File: config.mk
export PLATFORM = sky130hd
export DESIGN_NAME = cache_req_arbiter
export DESIGN_NICKNAME = d
export VERILOG_FILES = /design/src/rtl/cache_req_arbiter.sv
export SDC_FILE = /design/constraint.sdc
export NUM_CORES = 1
export LEC_CHECK = 0
export ABC_CLOCK_PERIOD_IN_PS = 2520
export CAP_MARGIN = 20
export CORE_MARGIN = 2
export CORE_UTILIZATION = 38
export DETAILED_ROUTE_END_ITERATION = 6
export PLACE_DENSITY_LB_ADDON = 0.15
export SLEW_MARGIN = 40
export SYNTH_ARGS = -nofsm -noshare
export SYNTH_HDL_FRONTEND = slang
export SYNTH_SLANG_ARGS = --single-unit
export TNS_END_PERCENT = 1
File: constraint.sdc
create_clock -name clk -period 2.52 [get_ports clk]
set_input_delay 0.504 -clock clk [delete_from_list [all_inputs] [get_ports clk]]
set_output_delay 0.504 -clock clk [all_outputs]
set_load 0.005 [all_outputs]
File: src/rtl/cache_req_arbiter.sv
// Two-requester round-robin front end for a single-outstanding cache controller port.
// Grants one request, issues it once the cache is ready, waits (with timeout) and returns one response.
module cache_req_arbiter #(
   parameter int ADDR_WIDTH = 32,
   parameter int DATA_WIDTH = 32,
   parameter int TIMEOUT    = 64
) (
   input  logic                  clk,
   input  logic                  reset,
   input  logic                  r0_req_valid,
   input  logic [1:0]            r0_req_op,
   input  logic [ADDR_WIDTH-1:0] r0_req_addr,
   input  logic [DATA_WIDTH-1:0] r0_req_wdata,
   output logic                  r0_req_ready,
   output logic                  r0_rsp_valid,
   output logic                  r0_rsp_err,
   output logic [DATA_WIDTH-1:0] r0_rsp_rdata,
   input  logic                  r1_req_valid,
   input  logic [1:0]            r1_req_op,
   input  logic [ADDR_WIDTH-1:0] r1_req_addr,
   input  logic [DATA_WIDTH-1:0] r1_req_wdata,
   output logic                  r1_req_ready,
   output logic                  r1_rsp_valid,
   output logic                  r1_rsp_err,
   output logic [DATA_WIDTH-1:0] r1_rsp_rdata,
   output logic [1:0]            cpu_request,
   output logic [ADDR_WIDTH-1:0] cpu_addr,
   output logic [DATA_WIDTH-1:0] cpu_wdata,
   input  logic                  cache_ready,
   input  logic                  cache_complete,
   input  logic [DATA_WIDTH-1:0] cache_rdata
);

   typedef enum logic [1:0] {S_IDLE, S_ISSUE, S_WAIT, S_RESPOND} state_t;

   localparam logic [1:0] OP_READ    = 2'b00;
   localparam logic [1:0] OP_ILLEGAL = 2'b10;
   localparam logic [1:0] OP_NONE    = 2'b11;
   localparam logic [7:0] CNT_LAST   = 8'(TIMEOUT - 1);

   state_t                r_state, w_next;
   logic                  r_last;
   logic                  r_owner;
   logic [1:0]            r_op;
   logic [7:0]            r_cnt;
   logic                  r_err;
   logic [DATA_WIDTH-1:0] r_rdata;
   logic [ADDR_WIDTH-1:0] r_addr;
   logic [DATA_WIDTH-1:0] r_wdata;

   logic                  w_elig0, w_elig1, w_gnt, w_gnt_id, w_timeout, w_rsp;
   logic [1:0]            w_gnt_op;
   logic [ADDR_WIDTH-1:0] w_gnt_addr;
   logic [DATA_WIDTH-1:0] w_gnt_wdata;

   assign w_elig0     = r0_req_valid && (r0_req_op != OP_NONE);
   assign w_elig1     = r1_req_valid && (r1_req_op != OP_NONE);
   // ready is combinational from the inputs, so keep it quiet while reset is held
   assign w_gnt       = reset && (r_state == S_IDLE) && (w_elig0 || w_elig1);
   assign w_gnt_id    = (w_elig0 && w_elig1) ? ~r_last : w_elig1;
   assign w_gnt_op    = w_gnt_id ? r1_req_op    : r0_req_op;
   assign w_gnt_addr  = w_gnt_id ? r1_req_addr  : r0_req_addr;
   assign w_gnt_wdata = w_gnt_id ? r1_req_wdata : r0_req_wdata;
   assign w_timeout   = (r_cnt == CNT_LAST);
   assign w_rsp       = (r_state == S_RESPOND);

   always_comb begin
      w_next = r_state;
      case (r_state)
         S_IDLE:    if (w_gnt) w_next = (w_gnt_op == OP_ILLEGAL) ? S_RESPOND : S_ISSUE;
         S_ISSUE:   if (cache_ready) w_next = S_WAIT;
         S_WAIT:    if (cache_complete || w_timeout) w_next = S_RESPOND;
         S_RESPOND: w_next = S_IDLE;
         default:   w_next = S_IDLE;
      endcase
   end

   always_ff @(posedge clk or negedge reset) begin
      if (!reset) begin
         r_state <= S_IDLE;
         r_last  <= 1'b1;
         r_owner <= 1'b0;
         r_op    <= OP_NONE;
         r_cnt   <= '0;
         r_err   <= 1'b0;
         r_rdata <= '0;
         r_addr  <= '0;
         r_wdata <= '0;
      end else begin
         r_state <= w_next;
         r_cnt   <= (r_state == S_WAIT && !cache_complete) ? r_cnt + 8'd1 : 8'd0;
         case (r_state)
            S_IDLE: if (w_gnt) begin
               r_owner <= w_gnt_id;
               r_op    <= w_gnt_op;
               r_addr  <= w_gnt_addr;
               r_wdata <= w_gnt_wdata;
               r_err   <= (w_gnt_op == OP_ILLEGAL);
               r_rdata <= '0;
            end
            // completion takes priority over a timeout landing on the same cycle
            S_WAIT: if (cache_complete) begin
               r_err   <= 1'b0;
               r_rdata <= (r_op == OP_READ) ? cache_rdata : '0;
            end else if (w_timeout) begin
               r_err   <= 1'b1;
               r_rdata <= '0;
            end
            S_RESPOND: r_last <= r_owner;
            default: ;
         endcase
      end
   end

   assign r0_req_ready = w_gnt && !w_gnt_id;
   assign r1_req_ready = w_gnt &&  w_gnt_id;
   assign r0_rsp_valid = w_rsp && !r_owner;
   assign r1_rsp_valid = w_rsp &&  r_owner;
   assign r0_rsp_err   = r0_rsp_valid && r_err;
   assign r1_rsp_err   = r1_rsp_valid && r_err;
   assign r0_rsp_rdata = r0_rsp_valid ? r_rdata : '0;
   assign r1_rsp_rdata = r1_rsp_valid ? r_rdata : '0;
   assign cpu_request  = (r_state == S_ISSUE && cache_ready) ? r_op : OP_NONE;
   assign cpu_addr     = r_addr;
   assign cpu_wdata    = r_wdata;

endmodule
==> results of run 1 <==
through the flow:
stage,TNS [ns],setup slack [ns]
after floorplan,0,0.6096
final,0,0.05096
after detailed placement,-0.03046,-0.03046
after global routing,-0.2102,-0.04135
after CTS,-0.01999,-0.007553
after global placement,0,0.01950
timing repair:
| item | 4_1_cts | 5_1_grt |
|---|---|---|
| buffers inserted | 0 | 1 |
| pin swaps | 1 | 2 |
| gates cloned | 0 | 2 |
| setup endpoints to repair | 35 | 68 |
| resized for setup | 3 | 39 |
| hold buffers | 1 | 0 |
| hold endpoints to repair | 1 | 0 |
sequential cells by signal, summed over array words and instances (netlist names):
name / count
cpu_addr: 32
cpu_wdata: 32
r_cnt: 8
r_err: 1
r_last: 1
r_op: 2
r_owner: 1
r_rdata: 32
r_state: 2
metal layers:
metal  part of all wire (%)  track usage [%]
met5                      0                0
met4                    3.4            11.19
met3                    8.9            7.406
met2                     50            41.56
met1                     38            27.36
synthesized netlist by cell type (all sizes together) (3+ instances only):
cell type	n	area share [%]
nand2	141	11
dfrtp	108	52
a22oi	64	9.3
and2	38	4.6
and3	33	4.0
a22o	32	5.4
buf	19	2.1
clkbuf	17	1.2
inv	8	0.58
nor2	7	0.51
o21ai	7	0.75
ha	6	1.4
a21oi	4	0.39
dfstp	3	1.5
nand3	3	0.39
nor2b	3	0.41
final timing paths:
check / from / to / slack (ns) / cells past startpoint
max in group asynchronous: reset / cpu_wdata[3] / 1.81 / 2
max reg2reg: r_state[0] / cpu_addr[27] / 0.43 / 7
max: r_state[1] / r0_rsp_rdata[1] / 0.05 / 5
min: reset / cpu_addr[10] / 0.30 / 2
min in group clk: r_cnt[0] / r_cnt[0] / 0.49 / 1
min reg2reg: r_cnt[0] / r_cnt[0] / 0.49 / 1
cell families (layout without fill, tap and decap cells):
kind of cell               Yosys count  count (layout)  synth area share (%)
muxes                                4               4                0.8212
and+or+nand+nor                    234             234                 21.86
xor gates and xnor gates             4               4                0.6765
adders and majority gates            6               6                 1.449
buffers and inverters               44             351                 3.913
DFF                                111             111                 53.70
AOI/OAI and AO/OA                  117             117                 17.58
where the power goes:
group	leakage [nW]	internal, mW	switching (mW)	total, mW
logic	2.94	2.01	1.41	3.42
clock network	0.153	0.829	0.632	1.46
registers	1.43	2.55	0.535	3.09
total	4.53	5.39	2.58	7.97
layout make-up:
type | instances | area (um2)
Clock inverter | 4 | 52.55
Timing Repair Buffer | 327 | 3332
Clock buffer | 12 | 256.5
Fill cell | 1025 | 4375
Inverter | 8 | 30.03
Multi-Input combinational cell | 365 | 2247
Sequential cell | 111 | 2781
Tap cell | 176 | 220.2
worst max-delay path: cells and delay by family, from the launching register on:
family / cells / cell delay [ns]
buffers and inverters: 2 / 0.68
flip-flops: 1 / 0.43
AND/OR/NAND/NOR: 2 / 0.35
adder cells (fa/ha/maj): 1 / 0.16
==> results.json, run 1 <==
{
  "synth-seq-area-share_pct": 53.70,
  "grtUsageTotal_pct": 24.14,
  "cp_max_fo": 6,
  "maxCapViolations": 0,
  "ir_drop_mv": 0.4930,
  "areaGrowthSynthToFinish_pct": 72.20,
  "fmax_mhz": 405.0,
  "cp.arrival_ns": 1.97,
  "overflow": 0,
  "num_rows": 42,
  "fin_nets": 998,
  "synth_cell_type_count": 44,
  "first_pass_iters": 5,
  "syn_nets": 696,
  "worstSetupPathType": "reg2out",
  "synth_ff_type": "dfrtp_1",
  "fin_util_pct": 67.09,
  "hpwl_um": 13000,
  "synth_warnings": 0,
  "cp_slowest_stage_delay_ns": 0.51,
  "n_antenna_cell": 0,
  "required_ns": 2.02,
  "grt_pass1_vias": 5296,
  "drc": 0,
  "finalCritPeriodShare_pct": 97.98,
  "wl_per_cell_um": 17.94,
  "synth_cells": 520,
  "slew_headroom_pct": 50.86,
  "power.total_mw": 7.967,
  "antenna_found_initial": 0,
  "rsz0062_at_grt": "yes",
  "final_cell_mix": "276 x clkdlybuf4s50_1, 139 x nand2_1, 108 x dfrtp_1, 64 x a22oi_1, 37 x and2_1",
  "num_vias": 5170,
  "clock-sinks": 111,
  "worst_pin_slew_ns": 0.7371,
  "wl_um": 17990,
  "die_w_um": 120.8,
  "root_buffer": "clkbuf_16",
  "drtIter0Drc": 320,
  "die-area_mm2": 0.01458,
  "port_buffers": 305,
  "start_util_pct": 38.96,
  "stdcell_area_mm2": 0.008920,
  "grt_max_degree": 66,
  "gp_congestion": 0.8572,
  "ios": 306,
  "grt_pass1_wl_um": 27420,
  "hold_ws_ns": 0.2958,
  "synth_edf_count": 0,
  "fin_skew_ns": 0.008413,
  "leakage_nw": 4.525,
  "ys_async_sr_fraction_pct": 100.0,
  "slew_violations": 0,
  "cp_slowest_cell": "clkdlybuf4s50_1",
  "cts_buffers": 9,
  "cts_tree": "done",
  "drive_gt1_share_pct": 7.134,
  "layout.cells.non_filler": 1003,
  "power_density_mw_per_mm2": 893.2,
  "post_dp_cell_area_mm2": 0.008467,
  "via_per_inst": 5.155,
  "worstSetupStartpointType": "flip-flop",
  "worstPathCellList": "ha_4 -> nor2b_4 -> buf_4 -> and2_1 -> clkdlybuf4s50_1",
  "period_minus_slack_ns": 2.469,
  "outcome": "finished clean",
  "dp_cells": 983,
  "setup_viol": 0,
  "synth_seq_cells": 111,
  "htree_levels": 3,
  "final_common_cell": "clkdlybuf4s50_1",
  "cp-end-kind": "primary output",
  "hp-class": "in2async",
  "core_mm2": 0.01330,
  "syn-cell-area_mm2": 0.005180,
  "insertion_delay_ns": 0.35,
  "hold_violations": 0,
  "cts.clk_slew.worst_paths_ns": 0.06,
  "ant_nets": 0,
  "syn_area_per_cell_um2": 9.961,
  "die_y_um": 120.8,
  "clock_path_buffers": 2
}
No activity file was read; power rests on OpenSTA's default activity.
==> run 2, diff against run 1 <==
--- a/config.mk
+++ b/config.mk
@@ -7,6 +7,7 @@
 export LEC_CHECK = 0
 export ABC_CLOCK_PERIOD_IN_PS = 2520
 export CAP_MARGIN = 20
+export CORE_ASPECT_RATIO = 1.25
 export CORE_MARGIN = 2
 export CORE_UTILIZATION = 38
 export DETAILED_ROUTE_END_ITERATION = 6
==> run 2 against run 1 <==
  * Flip-flop and latch count stayed put
  * Combinational power is 4% higher
  * Register-to-register slack gained 0.02 ns
  * Largest power group unchanged
  * Highest routed layer unchanged
==> results.json, run 2 (synthesis gave the netlist of run 1 again) <==
{
  "outcome": "finished clean",
  "hold_violations": 0,
  "clkPwrFrac_pct": 19.4,
  "worstSetupPathType": "reg2out",
  "switchingPower_mw": 2.650,
  "combPwrFrac_pct": 43.1,
  "cts.clk_slew.worst_paths_ns": 0.07,
  "wl_um": 18640,
  "finalCritPeriodShare_pct": 99.02,
  "register_area_mm2": 0.002781,
  "cts_tree": "done",
  "dp_cells": 977,
  "gp_congestion": 0.8592,
  "cp_slowest_stage_delay_ns": 0.49,
  "die-area_mm2": 0.01459,
  "die_w_um": 108.4,
  "timing.rr.start": "r_state[0]",
  "ant_nets": 0,
  "wl_per_cell_um": 18.66,
  "drc": 0,
  "num_rows": 47,
  "worstPathCellList": "ha_4 -> nor2b_4 -> buf_12 -> buf_8 -> and2_1 -> clkdlybuf4s50_1",
  "grtUsageTotal_pct": 24.62,
  "slew_headroom_pct": 53.60,
  "core_mm2": 0.01329,
  "setup_viol": 0,
  "place_ws_ns": -0.04387,
  "worst_pin_slew_ns": 0.6960,
  "nFillCells": 1090,
  "overflow": 0,
  "sw_frac_of_total_pct": 32.31,
  "power_density_mw_per_mm2": 909.9,
  "required_ns": 2.02,
  "r2r_slack_ns": 0.45,
  "leakage_nw": 4.643,
  "areaGrowthSynthToFinish_pct": 73.99,
  "multi_input_area_mm2": 0.002247,
  "timing.setup.tns_ns": 0,
  "grt_max_degree": 66,
  "ios": 306,
  "num_vias": 5296,
  "rsz0062_at_grt": "yes",
  "slew_violations": 0,
  "seq_power_share_pct": 37.5,
  "drtIter0Drc": 235,
  "final_cell_mix": "272 x clkdlybuf4s50_1, 139 x nand2_1, 108 x dfrtp_1, 64 x a22oi_1, 37 x and2_1",
  "reg2reg_to": "cpu_addr[21]",
  "grt_pass1_vias": 5519,
  "worstSetupEndpoint": "r0_rsp_rdata[6]",
  "layout.cells.non_filler": 999,
  "p_int_mw": 5.551,
  "grt_pass1_wl_um": 27820,
  "crit_buf_inv": 3,
  "clock_path_buffers": 2,
  "via_per_inst": 5.301,
  "start_util_pct": 38.98,
  "cp-end-kind": "primary output",
  "cp_max_fo": 8,
  "antenna_found_initial": 0,
  "ir_drop_mv": 0.4951,
  "hpwl_um": 13400,
  "drive_gt1_share_pct": 7.367,
  "port_buffers": 305,
  "clock-sinks": 111,
  "worstSetupStartpointType": "flip-flop",
  "maxCapViolations": 0,
  "critPathLaunch": "r_state[0]",
  "cp.arrival_ns": 1.99,
  "setup_slack_ns": 0.02463,
  "worst_path_dominant_cell_family": "buffers and inverters",
  "rr_worst_depth": 7,
  "fin_skew_ns": 0.01182,
  "n_antenna_cell": 0,
  "root_buffer": "clkbuf_16",
  "cp_slowest_cell": "clkdlybuf4s50_1",
  "fmax_mhz": 400.7,
  "htree_levels": 3,
  "hp-class": "in2async",
  "die_y_um": 134.5,
  "fin_nets": 999,
  "power.total_mw": 8.201,
  "cp.depth": 6,
  "cts_buffers": 9,
  "first_pass_iters": 4,
  "period_minus_slack_ns": 2.495,
  "insertion_delay_ns": 0.35,
  "final_common_cell": "clkdlybuf4s50_1"
}
-- run 2: cell count changes in the layout (fill, tap and decap cells not counted), moves of 2 or more --
cell,before,now
buf_6,6,1
clkbuf_16,9,12
buf_4,14,16
clkdlybuf4s50_1,276,272
dlymetal6s2s_1,27,31
-- run 2: through the flow --
| step | hold WS [ns] | util (%) | instance area (um2) |
|---|---|---|---|
| floorplan | 0.2084 | - | 5180 |
| global placement | 0.3707 | 63.60 | 8453 |
| detailed placement | 0.3796 | 63.60 | 8453 |
| CTS | 0.006573 | 66.22 | 8801 |
| global route | 0.007486 | 67.81 | 9012 |
| finish | 0.01769 | 67.81 | 9012 |
-- run 2: area by class of cell --
class | instances | area share [%]
sequential | 111 | 30.86
tap | 171 | 2.374
clock inverter | 5 | 0.9579
inverter | 8 | 0.3332
timing repair buffer | 328 | 37.73
multi-input combinational | 365 | 24.93
clock buffer | 11 | 2.804
-- run 2: repair_timing --
| item | in CTS | in global routing |
|---|---|---|
| endpoints found under the hold margin | 0 | 0 |
| resized for setup | 4 | 35 |
| buffers inserted | 0 | 2 |
| pin swaps | 1 | 1 |
| hold buffers | 0 | 0 |
| setup endpoints to repair | 33 | 67 |
| cloned | 0 | 4 |
-- run 2: worst min-delay path by stage --
stage / start / endpoint / slack, ns / cells after the start
6_report: reset / r_state[0] / 0.02 / 1
5_1_grt: reset / r_state[0] / 0.007 / 1
4_1_cts: reset / r_state[0] / 0.007 / 1
3_5_place_dp: reset / r_cnt[5] / 0.38 / 1
3_3_place_gp: reset / r_state[0] / 0.37 / 1
2_1_floorplan: reset / cpu_addr[0] / 0.21 / 0
-- run 2: worst reg2reg max path, cell delays in order (launching register included) --
cell and delay [ns]:
dfrtp_1 0.43, inv_1 0.13, ha_1 0.18, and2_4 0.16
o311a_2 0.19, buf_4 0.56, a22oi_1 0.25, nand2_1 0.11
-- run 2: power by group through the flow --
stage	Combinational, mW	Clock (mW)	Sequential (mW)
6_report	3.54	1.59	3.07
5_1_grt	3.85	1.70	3.16
4_1_cts	3.44	1.63	3.06
3_5_place_dp	3.40	0	3.06
3_3_place_gp	3.31	0	3.04
2_1_floorplan	1.49	0	3.00
-- run 2: metal layers --
metal	part of all wire (%)	wire length [um]	up-vias	track usage, %
met5	0	0	-	0
li1	-	-	2423	-
met3	7.7	1430	43	7.239
met1	35	6529	2580	26.28
met4	3.7	685	0	10.19
met2	54	9995	250	44.72
